File: src/rtl/vga_timing_engine.sv
// Runtime-reconfigurable VGA timing engine with pixel enable and framed config apply.
// Optional frame counter: define VGA_TIMING_ENGINE_FRAME_CNT_EN.
module vga_timing_engine #(
    parameter int   CNT_W  = 12,
    parameter int   H_VIS  = 800,
    parameter int   H_FP   = 40,
    parameter int   H_SYNC = 128,
    parameter int   H_BP   = 88,
    parameter int   V_VIS  = 600,
    parameter int   V_FP   = 1,
    parameter int   V_SYNC = 4,
    parameter int   V_BP   = 23,
    parameter logic H_POL  = 1'b1,
    parameter logic V_POL  = 1'b1
) (
    input  logic               clk,
    input  logic               reset_n,
    input  logic               pix_en,
    input  logic               cfg_valid,
    output logic               cfg_ready,
    input  logic [4*CNT_W-1:0] cfg_h,
    input  logic [4*CNT_W-1:0] cfg_v,
    output logic               cfg_err,
    output logic [CNT_W-1:0]   h_pxl_count,
    output logic [CNT_W-1:0]   v_pxl_count,
    output logic               h_sync,
    output logic               v_sync,
    output logic               h_visible,
    output logic               v_visible,
    output logic               line_start,
    output logic               frame_start,
    output logic [15:0]        frame_count
);

    localparam int CW = 4 * CNT_W;
    localparam int TW = CNT_W + 1;
    localparam int LW = CNT_W + 3;
    localparam logic [LW-1:0] MAX_TOT = LW'(2 ** CNT_W);

    localparam logic [CW-1:0] H_DEF = {
        CNT_W'(H_VIS), CNT_W'(H_FP), CNT_W'(H_SYNC), CNT_W'(H_BP)
    };
    localparam logic [CW-1:0] V_DEF = {
        CNT_W'(V_VIS), CNT_W'(V_FP), CNT_W'(V_SYNC), CNT_W'(V_BP)
    };

    function automatic logic [CNT_W-1:0] f_vis(input logic [CW-1:0] c);
        return c[4*CNT_W-1 -: CNT_W];
    endfunction

    function automatic logic [CNT_W-1:0] f_fp(input logic [CW-1:0] c);
        return c[3*CNT_W-1 -: CNT_W];
    endfunction

    function automatic logic [CNT_W-1:0] f_sync(input logic [CW-1:0] c);
        return c[2*CNT_W-1 -: CNT_W];
    endfunction

    function automatic logic [CNT_W-1:0] f_bp(input logic [CW-1:0] c);
        return c[CNT_W-1:0];
    endfunction

    function automatic logic [TW-1:0] total(input logic [CW-1:0] c);
        return TW'(f_vis(c)) + TW'(f_fp(c)) + TW'(f_sync(c)) + TW'(f_bp(c));
    endfunction

    // Wider sum so four maximal fields cannot wrap past the legality limit.
    function automatic logic cfg_ok(input logic [CW-1:0] c);
        logic [LW-1:0] s;
        s = LW'(f_vis(c)) + LW'(f_fp(c)) + LW'(f_sync(c)) + LW'(f_bp(c));
        return (f_vis(c) != '0) && (f_sync(c) != '0) && (s <= MAX_TOT);
    endfunction

    function automatic logic in_sync(
        input logic [CNT_W-1:0] cnt,
        input logic [CW-1:0]    c
    );
        logic [TW-1:0] s;
        logic [TW-1:0] e;
        s = TW'(f_vis(c)) + TW'(f_fp(c));
        e = s + TW'(f_sync(c));
        return ({1'b0, cnt} >= s) && ({1'b0, cnt} < e);
    endfunction

    logic [CNT_W-1:0] h_q, h_d, v_q, v_d;
    logic [CW-1:0]    act_h_q, act_h_d, act_v_q, act_v_d;
    logic [CW-1:0]    pend_h_q, pend_h_d, pend_v_q, pend_v_d;
    logic             cfg_ready_q, cfg_ready_d;
    logic             cfg_err_q, cfg_err_d;
    logic             h_sync_q, h_sync_d, v_sync_q, v_sync_d;
    logic             h_vis_q, h_vis_d, v_vis_q, v_vis_d;
    logic             ls_q, ls_d, fs_q, fs_d;
    logic [TW-1:0]    h_tot, v_tot;
    logic             h_last, v_last, wrap, xfer, apply, ok;

    always_comb begin
        h_d         = h_q;
        v_d         = v_q;
        act_h_d     = act_h_q;
        act_v_d     = act_v_q;
        pend_h_d    = pend_h_q;
        pend_v_d    = pend_v_q;
        cfg_ready_d = cfg_ready_q;

        h_tot  = total(act_h_q);
        v_tot  = total(act_v_q);
        h_last = ({1'b0, h_q} == h_tot - 1'b1);
        v_last = ({1'b0, v_q} == v_tot - 1'b1);
        wrap   = pix_en && h_last && v_last;
        xfer   = cfg_valid && cfg_ready_q;
        ok     = cfg_ok(cfg_h) && cfg_ok(cfg_v);
        // A full slot is exactly a deasserted ready.
        apply  = wrap && !cfg_ready_q;

        if (pix_en) begin
            h_d = h_last ? '0 : h_q + 1'b1;
            if (h_last) begin
                v_d = v_last ? '0 : v_q + 1'b1;
            end
        end

        if (apply) begin
            act_h_d     = pend_h_q;
            act_v_d     = pend_v_q;
            cfg_ready_d = 1'b1;
        end

        if (xfer && ok) begin
            pend_h_d    = cfg_h;
            pend_v_d    = cfg_v;
            cfg_ready_d = 1'b0;
        end

        cfg_err_d = xfer && !ok;
        h_sync_d  = in_sync(h_d, act_h_d) ? H_POL : ~H_POL;
        v_sync_d  = in_sync(v_d, act_v_d) ? V_POL : ~V_POL;
        h_vis_d   = h_d < f_vis(act_h_d);
        v_vis_d   = v_d < f_vis(act_v_d);
        ls_d      = pix_en && (h_d == '0);
        fs_d      = ls_d && (v_d == '0);
    end

    always_ff @(posedge clk) begin
        if (!reset_n) begin
            h_q         <= '0;
            v_q         <= '0;
            act_h_q     <= H_DEF;
            act_v_q     <= V_DEF;
            pend_h_q    <= '0;
            pend_v_q    <= '0;
            cfg_ready_q <= 1'b1;
            cfg_err_q   <= 1'b0;
            h_sync_q    <= ~H_POL;
            v_sync_q    <= ~V_POL;
            h_vis_q     <= 1'b1;
            v_vis_q     <= 1'b1;
            ls_q        <= 1'b0;
            fs_q        <= 1'b0;
        end else begin
            h_q         <= h_d;
            v_q         <= v_d;
            act_h_q     <= act_h_d;
            act_v_q     <= act_v_d;
            pend_h_q    <= pend_h_d;
            pend_v_q    <= pend_v_d;
            cfg_ready_q <= cfg_ready_d;
            cfg_err_q   <= cfg_err_d;
            h_sync_q    <= h_sync_d;
            v_sync_q    <= v_sync_d;
            h_vis_q     <= h_vis_d;
            v_vis_q     <= v_vis_d;
            ls_q        <= ls_d;
            fs_q        <= fs_d;
        end
    end

`ifdef VGA_TIMING_ENGINE_FRAME_CNT_EN
    logic [15:0] fc_q, fc_d;

    always_comb begin
        fc_d = fc_q;
        if (wrap) begin
            fc_d = apply ? 16'd0 : fc_q + 16'd1;
        end
    end

    always_ff @(posedge clk) begin
        if (!reset_n) begin
            fc_q <= 16'd0;
        end else begin
            fc_q <= fc_d;
        end
    end

    assign frame_count = fc_q;
`else
    assign frame_count = 16'd0;
`endif

    assign cfg_ready   = cfg_ready_q;
    assign cfg_err     = cfg_err_q;
    assign h_pxl_count = h_q;
    assign v_pxl_count = v_q;
    assign h_sync      = h_sync_q;
    assign v_sync      = v_sync_q;
    assign h_visible   = h_vis_q;
    assign v_visible   = v_vis_q;
    assign line_start  = ls_q;
    assign frame_start = fs_q;

endmodule

File: config.mk
export PLATFORM = sky130hd
export DESIGN_NAME = vga_timing_engine
export DESIGN_NICKNAME = d
export VERILOG_FILES = /design/src/rtl/vga_timing_engine.sv
export SDC_FILE = /design/constraint.sdc
export NUM_CORES = 1
export LEC_CHECK = 0
export BUFFER_PORTS_ARGS = -buffer_cell sky130_fd_sc_hd__buf_2
export CAP_MARGIN = 20
export CORE_MARGIN = 2
export CORE_UTILIZATION = 50
export CTS_CLUSTER_SIZE = 25
export DETAILED_ROUTE_END_ITERATION = 10
export PLACE_DENSITY = 0.69
export SLEW_MARGIN = 20
export SYNTH_ARGS = -nofsm -noshare
export SYNTH_HDL_FRONTEND = slang
export SYNTH_SLANG_ARGS = --single-unit
export TNS_END_PERCENT = 100
File: constraint.sdc
create_clock -name clk -period 21.3 [get_ports clk]
set_clock_uncertainty 0.05 [all_clocks]
set_input_delay 4.26 -clock clk [delete_from_list [all_inputs] [get_ports clk]]
set_output_delay 4.26 -clock clk [all_outputs]
set_load 0.02 [all_outputs]
**After elaboration in Yosys (flattened, before gate mapping)**

Index checks and enable logic that the tools add are counted.
Widths: inputs -> output; s select.

- Register bits: 224
- Word-level logic and storage cells: 81

- Add/sub/neg operators: 20
- Magnitude comparators: 8
- Equal/unequal tests: 2
- Multiplexer cells: 11
- Reductions and logical operators: 24

Operator list:

| operator | count |
|---|---|
| $mux 48 | 2 |
| $add 12x12->13 | 6 |
| $add 13x12->13 | 6 |
| $mux 12 | 5 |
| $reduce_bool 12->1 | 4 |
| $add 14x12->15 | 2 |
| $le 15x13->1 const B | 2 |
| $add 13x12->14 | 2 |
| $eq 12x13->1 | 2 |
| $ge 12x13->1 | 2 |
| $lt 12x13->1 | 2 |
| $sub 13x1->13 const B | 2 |
| $add 12x1->12 const B | 2 |
| $logic_not 12->1 | 2 |
| $lt 12x12->1 | 2 |
| $logic_and 1x1->1 | 15 |
| $mux 1 | 4 |
| $logic_not 1->1 | 2 |
| $reduce_bool 2->1 | 1 |

**Logic depth before layout (Yosys ltp)**

Gate-level depths: netlist (run 1).

- Depth in word-level cells: 14
- Mapped depth: 42
- Mapped depth without buffers: 40

**Least setup slack after synthesis (run 1)**

No wires, ideal clock.

- Kind: in2reg
- Start point: in pix_en
- End point: reg v_sync_q (netlist: v_sync)
- Setup time: 58 ps
- Data arrival time: 9095 ps
- Required time: 21192 ps
- Path slack: 12096 ps
- Stages on the path: 26
- Path buffers: 2
- Cell sequence: nand4_2 > or3_1 > clkbuf_1 > buf_2 > mux2i_1 > inv_1 > ha_1 > a21o_1 > a21oi_1 > o21bai_1 > a21oi_1 > o21bai_1 > a21oi_1 > o211ai_1 > xor2_1 > ha_1 > a21o_1 > or4_1 > nand2_1 > xor2_1 > ha_1 > a21oi_1 > and3_1 > o211ai_1 > a31oi_1 > o21a_1

- Cells in the longest elaborated chain, start to end: 9
- Elaborated cells on any way between the ends: 11
- Those cells by class: 2 x add/sub; 2 x order compare; 3 x mux; 4 x reduce/logical

RTL lines:

| item | line | RTL |
|---|---|---|
| start, declared | 18 | `input logic pix_en,` |
| $logic_and 1x1->1 * (2 in a row) | 109 | `wrap = pix_en && h_last && v_last;` |
| $logic_and 1x1->1 * | 113 | `apply = wrap && !cfg_ready_q;` |
| $mux 48 * | 122 | `if (apply) begin` |
| net act_v_d[37] | 86 | `logic [CW-1:0] act_h_q, act_h_d, act_v_q, act_v_d;` |
| $add 12x12->13 * | 80 | `s = TW'(f_vis(c)) + TW'(f_fp(c));` |
| $add 13x12->13 | 81 | `e = s + TW'(f_sync(c));` |
| $lt 12x13->1 | 82 | `return ({1'b0, cnt} >= s) && ({1'b0, cnt} < e);` |
| $logic_and 1x1->1 * | 82 |  |
| $mux 1 * | 136 | `v_sync_d = in_sync(v_d, act_v_d) ? V_POL : ~V_POL;` |
| end signal, assigned | 154 | `v_sync_q <= ~V_POL;` |
| end signal, assigned | 169 | `v_sync_q <= v_sync_d;` |
| end, declared | 90 | `logic h_sync_q, h_sync_d, v_sync_q, v_sync_d;` |

Mark *: on every way through the listed nets, which the timed path passes. The rest lies on a longest branch.
A chain may end at the register's enable or synchronous reset.

**Worst setup path after layout (run 1)**

Same ends and word-level chain as after synthesis.

==> metrics.txt, run 1 <==
worst min path class register to register; Synth Instances 2058; total length of routed wires 43900 um; count of nets left with antenna violations after detail routing 0; aggregate global-route resource usage 24.6%; R2R depth 38; count of clock tree sinks 224; final design instance area without fill 0.0190 mm2; number of diodes 0; number of synthesized flops with an enable pin 0; most frequent standard cell in the layout excluding fill and tap cells sky130_fd_sc_hd__nand2_1; maximum level of the CTS H-tree 1; horizontal die dimension 189 um; startpoint of the lowest-slack hold path act_v_q[10]; cell area after synthesis 0.0172 mm2; adder-cell share of the synthesized area 25.7%; placer congestion estimate 0.918; clock transition at the registers of the reported paths 60 ps; total iterations of the first detailed-routing run 5; total power divided by cell area 61.5 mW/mm2; post-synthesis async set-or-reset flop share 0%; hold worst-path end act_v_q[10]; peak supply drop 0.0467 mV; Static Leak 8.89 nW; count of pins over their slew limit 0; Max clock buf depth 3; required time of the critical path 21740 ps; transition time at the pin with the least slew margin 1050 ps; upper clock frequency limit 0.0976 GHz; clock tree from TritonCTS yes; fin nets 2538; number of cell rows 67; total of buffers placed on input and output ports 131; sequential fraction of the synthesis area 26.1%; Boundary Pins 148; arrival time reported for the critical path endpoint 10680 ps; floorplan die area 0.0358 mm2; Floorplan Core Area 0.0337 mm2; prevailing post-synth register cell sky130_fd_sc_hd__dfxtp_1; Period Utilization, post-route 48.1%; maximum fanout count along the critical path 47; compound-gate portion of the synthesized area 15.3%; via total after detailed routing 14.2k; unrepaired setup endpoints after global routing false; sum of negative setup slack 0 ps; mean post-synth cell area 8.34 um2; simple-gate share of the synthesized area 18.5%; Reg2Reg Capture Point v_sync; cell count of the worst hold path 2; fraction of layout instances using a drive strength above 1 9.98%; number of resized instances in the post-cts repair step 0; starting utilization of the core area 50.9%; run status finished clean; number of buffers inserted by post-CTS setup repair 0; layout-stage area growth over the synthesis result 10.8%; Die Height 189 um; type of origin of the critical path input port; Final setup violation count 0; XOR/XNOR Fraction of Synth Area 5.16%; final hold violation count 0; DRC violation count after routing 0; vias per cell 5.43; leading cell types in the layout, fill and taps excluded sky130_fd_sc_hd__nand2_1 (332), sky130_fd_sc_hd__dfxtp_1 (224), sky130_fd_sc_hd__ha_1 (196); maximum number of pins on one net before global-route repair 101; count of routing violations after the opening detailed-route iteration 1065; Synth cell types 73; headroom to the max-slew limit 29.4%; combinational family with the most area after synthesis adder cells; startpoint of the worst register-to-register path act_h_q[1]; clock latency at the later pin of the worst-skew pair 560 ps; CTS root buf sky130_fd_sc_hd__clkbuf_16; Avg WL per Cell 16.8 um; global route total overflow 0; Layout fillers 3200; Critical Setup Path Class input port to register; max cap viols 0; number of buffers added to fix hold violations after cts 0; antenna violations before repair 0; mux share of post-synthesis cell area 2.30%; via count of the first global-routing pass 13.5k; count of yosys warnings during synthesis 0; critical path endpoint category register; instance area after placement 0.0181 mm2; detailed placement HPWL 34900 um; wire length of the first global-routing pass 70500 um; clock period minus worst slack 10250 ps; number of buffers created by CTS 26; Synth Register Bits 224; setup slack of the most critical reg-to-reg path 11440 ps
[stage by stage]
step           utilization [%]  hold slack, ps  cells  setup slack, ps  power (mW)
6_report                  56.4             404   2612            11050        1.17
5_1_grt                   56.4             423   2612            10640        1.22
4_1_cts                   56.4             405   2612            11130        1.18
3_5_place_dp              53.6             397   2564            10590       0.680
3_3_place_gp              53.6             389   2564            10730       0.678
2_1_floorplan                -             378   2073            12100       0.618
[cell families after synthesis]
kind of cell / Yosys count
AO/OA/AOI/OAI: 428
XOR/XNOR: 101
adder cells (fa/ha/maj): 294
buffers and inverters: 289
flip-flops: 224
multiplexers: 38
other: 1
AND/OR/NAND/NOR: 683
[critical path, stage by stage]
cell	delay [ps]
sky130_fd_sc_hd__buf_2	200
sky130_fd_sc_hd__nand4_2	490
sky130_fd_sc_hd__or3_4	810
sky130_fd_sc_hd__buf_4	410
sky130_fd_sc_hd__mux2i_1	340
sky130_fd_sc_hd__inv_1	130
sky130_fd_sc_hd__ha_1	290
sky130_fd_sc_hd__a21o_1	160
sky130_fd_sc_hd__a21oi_1	210
sky130_fd_sc_hd__o21bai_1	100
sky130_fd_sc_hd__a21oi_1	230
sky130_fd_sc_hd__o21bai_1	90
sky130_fd_sc_hd__a21oi_1	230
sky130_fd_sc_hd__o211ai_1	170
sky130_fd_sc_hd__xor2_1	260
sky130_fd_sc_hd__ha_1	310
sky130_fd_sc_hd__a21o_1	220
sky130_fd_sc_hd__or4_1	490
sky130_fd_sc_hd__nand2_1	90
sky130_fd_sc_hd__xor2_1	150
sky130_fd_sc_hd__ha_1	260
sky130_fd_sc_hd__a21oi_1	150
sky130_fd_sc_hd__and3_1	170
sky130_fd_sc_hd__o211ai_1	80
sky130_fd_sc_hd__a31oi_1	190
sky130_fd_sc_hd__o21a_1	130
[worst max-delay path by stage]
stage / slack, ps / endpoint / cells past startpoint / from
finish: 11050 / v_sync / 26 / pix_en
global route: 10640 / v_sync / 26 / pix_en
CTS: 11130 / v_sync / 26 / pix_en
detailed placement: 10590 / v_sync / 26 / pix_en
global placement: 10730 / v_sync / 26 / pix_en
floorplan: 12100 / v_sync / 26 / pix_en
[final cells by class]
cell class                      instances  area [um2]  share of cell area, %
Tap cell                              448         561                   2.95
Timing Repair Buffer                  139         722                   3.80
Multi-Input combinational cell       1560       11600                   60.8
Inverter                              193         724                   3.81
Sequential cell                       224        4480                   23.6
Clock buffer                           32         724                   3.81
Clock inverter                         16         234                   1.23
[flip-flops by register name (all words and copies together), names as in the netlist, 12 cells and up]
| register | count |
|---|---|
| h_pxl_count | 12 |
| act_h_q | 48 |
| pend_v_q | 48 |
| act_v_q | 48 |
| pend_h_q | 48 |
| v_pxl_count | 12 |
[Yosys cell counts (all sizes together) (3+ instances only)]
cell,number,area share (%)
nand4,20,0.77
clkbuf,57,1.2
o21ai,139,4.1
a31oi,10,0.36
or2,7,0.26
or3,11,0.40
nand4b,3,0.15
o211ai,16,0.73
o41ai,4,0.31
nor4,20,0.88
o31a,5,0.31
and2,18,0.66
xnor2,62,3.2
ha,196,14
and4,3,0.15
mux2i,33,1.9
a211oi,9,0.42
buf,39,1.4
dfxtp,224,26
a21o,51,2.2
a211o,3,0.15
nor3,21,0.61
fa,98,11
xor2,39,2.0
o21a,8,0.35
inv,193,4.2
nand3,128,3.7
or4,5,0.26
nand2b,13,0.47
nor2,68,1.5
nor2b,12,0.48
nor3b,6,0.26
nand2,332,7.3
mux2,5,0.37
a21oi,133,3.9
a22oi,3,0.13
o21bai,19,0.83
and3,12,0.44
o2111ai,8,0.41
[report_power, final]
group	switching, mW	internal (mW)
clock	0.191	0.304
combinational	0.134	0.0886
sequential	0.0147	0.436
[routing by layer]
layer	GRT usage, %	wire, um
met1	38.7	22900
met5	0	0
met2	34.6	17100
met4	5.43	816
met3	4.32	3050
Note: power is estimated with default switching activity, not from simulation.
==> inputs of run 2 (changes only) <==
--- a/config.mk
+++ b/config.mk
@@ -11,7 +11,7 @@
 export CORE_UTILIZATION = 50
 export CTS_CLUSTER_SIZE = 25
 export DETAILED_ROUTE_END_ITERATION = 10
-export PLACE_DENSITY = 0.69
+export PLACE_DENSITY = 0.71
 export SLEW_MARGIN = 20
 export SYNTH_ARGS = -nofsm -noshare
 export SYNTH_HDL_FRONTEND = slang
==> constraint.sdc (replaced) <==
create_clock -name clk -period 9.1 [get_ports clk]
set_clock_uncertainty 0.05 [all_clocks]
set_input_delay 1.82 -clock clk [delete_from_list [all_inputs] [get_ports clk]]
set_output_delay 1.82 -clock clk [all_outputs]
set_load 0.02 [all_outputs]
==> run 2 against run 1 <==
Effect of this change: sequential cell count is the same; utilization increased by 0.23 points; clock power is 120% higher; total power increased by 130%; global-route usage decreased by 0.067 points; final cell count up 0.42%; routed wire length is 0.60% higher; largest cell class unchanged.
==> metrics.txt, run 2 (synthesized netlist as in run 1, its figures left out) <==
headroom to the max-slew limit 28.0% (was 29.4%); clock period minus worst slack 8680 ps; floorplan die area 0.0358 mm2 (unchanged); clock tree from TritonCTS yes (unchanged); P_int 1.86 mW (was 0.830 mW); hold worst-path end pend_h_q[21] (was act_v_q[10]); global route total overflow 0 (unchanged); startpoint of the lowest-slack hold path pend_h_q[21] (was act_v_q[10]); critical path endpoint category register (unchanged); wire length of the first global-routing pass 71000 um (was 70500 um); maximum level of the CTS H-tree 1 (unchanged); Critical Setup Path Class register to register (was input port to register); count of pins over their slew limit 0 (unchanged); Post-Layout Cell Count 2623 (was 2612); aggregate global-route resource usage 24.5% (was 24.6%); DRC violation count after routing 0 (unchanged); most frequent standard cell in the layout excluding fill and tap cells sky130_fd_sc_hd__nand2_1 (unchanged); count of routing violations after the opening detailed-route iteration 1090 (was 1065); CP max stage delay 590 ps (was 810 ps); horizontal die dimension 189 um (unchanged); final hold violation count 0 (unchanged); register area 0.00448 mm2 (unchanged); required time of the critical path 9530 ps (was 21740 ps); Avg WL per Cell 16.8 um (about the same); Period Utilization, post-route 95.4%; total length of routed wires 44200 um (was 43900 um); final design instance area without fill 0.0191 mm2 (was 0.0190 mm2); cell count of the worst hold path 2 (unchanged); number of buffers added to fix hold violations after cts 0 (unchanged); Layout fillers 3123 (was 3200); tightest hold margin 401 ps (was 404 ps); core occupancy in the finished layout 56.6% (was 56.4%); Die Height 189 um (unchanged); count of nets left with antenna violations after detail routing 0 (unchanged); Inst Count DP 2568 (was 2564); sequential share of power 39.9% (was 38.6%); instance area after placement 0.0181 mm2 (about the same); total power divided by cell area 139 mW/mm2 (was 61.5 mW/mm2); number of buffers created by CTS 25 (was 26); area taken by multi-input logic gates 0.0116 mm2 (about the same); transition time at the pin with the least slew margin 1070 ps (was 1050 ps); starting utilization of the core area 50.9% (unchanged); placer congestion estimate 0.924 (was 0.918); maximum number of pins on one net before global-route repair 114 (was 101); leading cell types in the layout, fill and taps excluded sky130_fd_sc_hd__nand2_1 (332), sky130_fd_sc_hd__dfxtp_1 (224), sky130_fd_sc_hd__ha_1 (196) (unchanged); worst min path class register to register (unchanged); fraction of layout instances using a drive strength above 1 10.9% (was 9.98%); arrival time reported for the critical path endpoint 9110 ps (was 10680 ps); antenna violations before repair 0 (unchanged); total iterations of the first detailed-routing run 5 (unchanged); max cap viols 0 (unchanged); detailed placement HPWL 34900 um (about the same); startpoint of the worst register-to-register path act_v_q[13] (was act_h_q[1]); total of buffers placed on input and output ports 131 (unchanged); maximum fanout count along the critical path 32 (was 47); sum of negative setup slack 0 ps (unchanged); clock transition at the registers of the reported paths 60 ps (about the same); number of cell rows 67 (unchanged); count of clock tree sinks 224 (unchanged); clock latency at the later pin of the worst-skew pair 550 ps (was 560 ps); Max clock buf depth 3 (unchanged); via total after detailed routing 14.4k (was 14.2k); share of total power in combinational logic 19.7% (was 19.0%); Floorplan Core Area 0.0337 mm2 (unchanged); R2R depth 36 (was 38); layout-stage area growth over the synthesis result 11.3% (was 10.8%); CP max stage cell sky130_fd_sc_hd__or4_4 (was sky130_fd_sc_hd__or3_4); Reg2Reg Capture Point v_sync (unchanged); vias per cell 5.51 (was 5.43); CTS root buf sky130_fd_sc_hd__clkbuf_16 (unchanged); via count of the first global-routing pass 13.8k (was 13.5k); switching share of power 29.5% (was 29.0%); Final setup violation count 0 (unchanged); peak supply drop 0.118 mV (was 0.0467 mV); number of diodes 0 (unchanged); Boundary Pins 148 (unchanged); setup slack of the most critical reg-to-reg path 420 ps (was 11440 ps); Static Leak 8.90 nW (was 8.89 nW); fin nets 2551 (was 2538); clock network fraction of design power 40.4% (was 42.4%); type of origin of the critical path register (was input port); upper clock frequency limit 0.115 GHz; run status finished clean (unchanged); switching power total 0.780 mW (was 0.339 mW)
==> run 2: critical path, delay by kind of cell (launching register included) <==
kind            cells  cell delay, ps
xor+xnor            2             440
simple gates        7            2140
fa+ha+maj           8            2760
buf+inv             6             510
mux                 1             250
compound gates     12            2140
flops               1             330
==> run 2: timing repair <==
item / 4_1_cts / 5_1_grt
setup endpoints to repair: 0 / 2
setup buffers: 0 / 9
gates resized for setup: 0 / 20
==> run 2: power groups by stage <==
stage / clock network [mW] / registers, mW / logic (mW)
after floorplan: 0 / 1.06 / 0.385
after global placement: 0 / 1.07 / 0.508
after detailed placement: 0 / 1.07 / 0.513
after CTS: 1.08 / 1.05 / 0.517
after global routing: 1.12 / 1.06 / 0.585
final: 1.07 / 1.06 / 0.522
==> run 2: worst max-delay path by stage <==
| stage | from | endpoint |
|---|---|---|
| 2_1_floorplan | act_v_q[13] | v_sync |
| 3_3_place_gp | act_v_q[1] | h_sync |
| 3_5_place_dp | act_v_q[13] | v_sync |
| 4_1_cts | act_v_q[1] | h_sync |
| 5_1_grt | act_v_q[13] | h_sync |
| 6_report | act_v_q[13] | v_sync |
==> run 2: area by class of cell <==
type | count | area share, %
timing repair buffer | 152 | 4.35
inverter | 193 | 3.79
sequential | 224 | 23.5
clock inverter | 14 | 0.977
tap | 448 | 2.94
multi-input combinational | 1561 | 60.9
clock buffer | 31 | 3.50
==> run 2: layer usage <==
layer / part of all wire, % / wire length [um] / track usage [%]
met1: 51 / 22700 / 38.9
met2: 39 / 17300 / 34.2
met3: 6.8 / 2990 / 3.26
met4: 2.7 / 1180 / 6.86
met5: 0 / 0 / 0
==> run 2: through the flow <==
step           setup WS, ps  total power [mW]
4_1_cts                 230              2.65
3_3_place_gp            395              1.58
3_5_place_dp            274              1.59
2_1_floorplan           756              1.45
6_report                417              2.65
5_1_grt                -123              2.77
==> inputs of run 3 (changes only) <==
--- a/config.mk
+++ b/config.mk
@@ -7,7 +7,7 @@
 export LEC_CHECK = 0
 export BUFFER_PORTS_ARGS = -buffer_cell sky130_fd_sc_hd__buf_2
 export CAP_MARGIN = 20
-export CORE_MARGIN = 2
+export CORE_MARGIN = 1
 export CORE_UTILIZATION = 50
 export CTS_CLUSTER_SIZE = 25
 export DETAILED_ROUTE_END_ITERATION = 10
==> run 3 against run 2 <==
Effect of this change: sequential power is essentially flat; non-clock buffer count shrank 4; final cell count is essentially flat; worst hold slack lost 1.0 ps; first-iteration DRC count grew 10%; sequential cell count is the same; clock power is essentially flat; die area shrank 2.1%; largest cell class unchanged; largest power group unchanged.
==> metrics.txt, run 3 (synthesized netlist as in run 1, its figures left out) <==
fraction of layout instances using a drive strength above 1 11.4% (was 10.9%); fin nets 2548 (was 2551); Die Height 187 um (was 189 um); R2R depth 36 (unchanged); final hold violation count 0 (unchanged); area taken by multi-input logic gates 0.0117 mm2 (was 0.0116 mm2); sequential share of power 39.9% (about the same); share of total power in combinational logic 19.8% (was 19.7%); clock network fraction of design power 40.3% (was 40.4%); Avg WL per Cell 17.1 um (was 16.8 um); floorplan die area 0.0351 mm2 (was 0.0358 mm2); number of buffers created by CTS 26 (was 25); Worst Setup Slack, final 396 ps (was 417 ps); layout-stage area growth over the synthesis result 11.8% (was 11.3%); vias per cell 5.50 (was 5.51); transition time at the pin with the least slew margin 1040 ps (was 1070 ps); number of cell rows 67 (unchanged); worst min path class register to register (unchanged); Post-Layout Cell Count 2621 (was 2623); required time of the critical path 9520 ps (was 9530 ps); count of nets left with antenna violations after detail routing 0 (unchanged); run status finished clean (unchanged); P_int 1.87 mW (was 1.86 mW); setup slack of the most critical reg-to-reg path 400 ps (was 420 ps); via count of the first global-routing pass 13.9k (was 13.8k); via total after detailed routing 14.4k (about the same); register area 0.00448 mm2 (unchanged); Layout fillers 3060 (was 3123); most frequent standard cell in the layout excluding fill and tap cells sky130_fd_sc_hd__nand2_1 (unchanged); number of buffers added to fix hold violations after cts 0 (unchanged); type of origin of the critical path register (unchanged); placer congestion estimate 0.905 (was 0.924); peak supply drop 0.141 mV (was 0.118 mV); clock tree from TritonCTS yes (unchanged); total power divided by cell area 138 mW/mm2 (was 139 mW/mm2); count of routing violations after the opening detailed-route iteration 1199 (was 1090); Static Leak 8.90 nW (about the same); headroom to the max-slew limit 30.0% (was 28.0%); clock transition at the registers of the reported paths 60 ps (about the same); upper clock frequency limit 0.115 GHz (about the same); leading cell types in the layout, fill and taps excluded sky130_fd_sc_hd__nand2_1 (332), sky130_fd_sc_hd__dfxtp_1 (224), sky130_fd_sc_hd__ha_1 (195) (was sky130_fd_sc_hd__nand2_1 (332), sky130_fd_sc_hd__dfxtp_1 (224), sky130_fd_sc_hd__ha_1 (196)); Final setup violation count 0 (unchanged); horizontal die dimension 187 um (was 189 um); max cap viols 0 (unchanged); starting utilization of the core area 51.0% (was 50.9%); critical path endpoint category register (unchanged); number of diodes 0 (unchanged); Floorplan Core Area 0.0336 mm2 (was 0.0337 mm2); aggregate global-route resource usage 25.2% (was 24.5%); CP max stage cell sky130_fd_sc_hd__or4_4 (unchanged); Boundary Pins 148 (unchanged); count of pins over their slew limit 0 (unchanged); total iterations of the first detailed-routing run 5 (unchanged); CP max stage delay 590 ps (about the same); global route total overflow 0 (unchanged); count of clock tree sinks 224 (unchanged); Inst Count DP 2568 (unchanged); Period Utilization, post-route 95.6% (was 95.4%); cell count of the worst hold path 2 (unchanged); Critical Setup Path Class register to register (unchanged); clock period minus worst slack 8700 ps (was 8680 ps); total length of routed wires 44700 um (was 44200 um); detailed placement HPWL 35100 um (was 34900 um); Max clock buf depth 3 (unchanged); total of buffers placed on input and output ports 131 (unchanged); switching power total 0.784 mW (was 0.780 mW); CTS root buf sky130_fd_sc_hd__clkbuf_16 (unchanged); wire length of the first global-routing pass 71800 um (was 71000 um); arrival time reported for the critical path endpoint 9130 ps (was 9110 ps); maximum number of pins on one net before global-route repair 194 (was 114); antenna violations before repair 0 (unchanged); DRC violation count after routing 0 (unchanged); maximum fanout count along the critical path 6 (was 32); clock latency at the later pin of the worst-skew pair 530 ps (was 550 ps); worst setup slack after placement 210 ps (was 274 ps); maximum level of the CTS H-tree 1 (unchanged); switching share of power 29.6% (was 29.5%)
-- run 3: cell count changes in the layout (fill, tap and decap cells not counted), sizes merged --
cell and change:
bufinv -2, inv +2, clkbuf +2, buf -4
-- run 3: timing repair --
action / in CTS / in global routing
setup endpoints to repair: 0 / 2
resized for setup: 0 / 33
setup buffers: 0 / 5
-- run 3: critical path: cells and delay by family (launching register included) --
| kind | cells | cell delay [ps] |
|---|---|---|
| fa+ha+maj | 8 | 2690 |
| compound gates | 14 | 2410 |
| simple gates | 7 | 2100 |
| xor+xnor | 2 | 430 |
| flops | 1 | 330 |
| buf+inv | 4 | 300 |
| mux | 1 | 270 |
-- run 3: per-layer routing --
layer / wire length, um / track usage [%] / up-vias
met5: 0 / 0 / -
met4: 619 / 4.32 / 0
met3: 2870 / 2.61 / 42
met2: 18600 / 37.5 / 420
met1: 22600 / 39.4 / 6776
li1: - / - / 7184
-- run 3: worst paths after layout --
kind	startpoint	to
min reg2reg	pend_h_q[19]	pend_h_q[19]
min	pend_h_q[19]	pend_h_q[19]
max	act_v_q[13]	v_sync
max reg2reg	act_v_q[13]	v_sync
-- run 3: cell type report --
cell class              count  share of cell area, %
well taps                 448                   2.92
inverters                 193                   3.78
clock buffers              33                   3.85
multi-input cells        1561                   61.0
repair buffers            148                   4.27
clock inverters            14                  0.790
flip-flops and latches    224                   23.4
-- run 3: metrics by stage --
step	hold slack, ps	instance area (um2)	utilization [%]	setup TNS [ps]	total power [mW]
global route	410	19200	57.0	-96.6	2.77
finish	400	19200	57.0	0	2.65
CTS	401	19000	56.5	0	2.66
global placement	388	18100	53.8	0	1.58
detailed placement	393	18100	53.8	0	1.60
floorplan	378	17200	-	0	1.45
-- run 3: power by group through the flow --
stage	Clock (mW)	Sequential, mW	Combinational, mW
floorplan	0	1.06	0.385
global placement	0	1.07	0.509
detailed placement	0	1.08	0.520
CTS	1.08	1.05	0.524
global route	1.12	1.06	0.588
finish	1.07	1.06	0.526
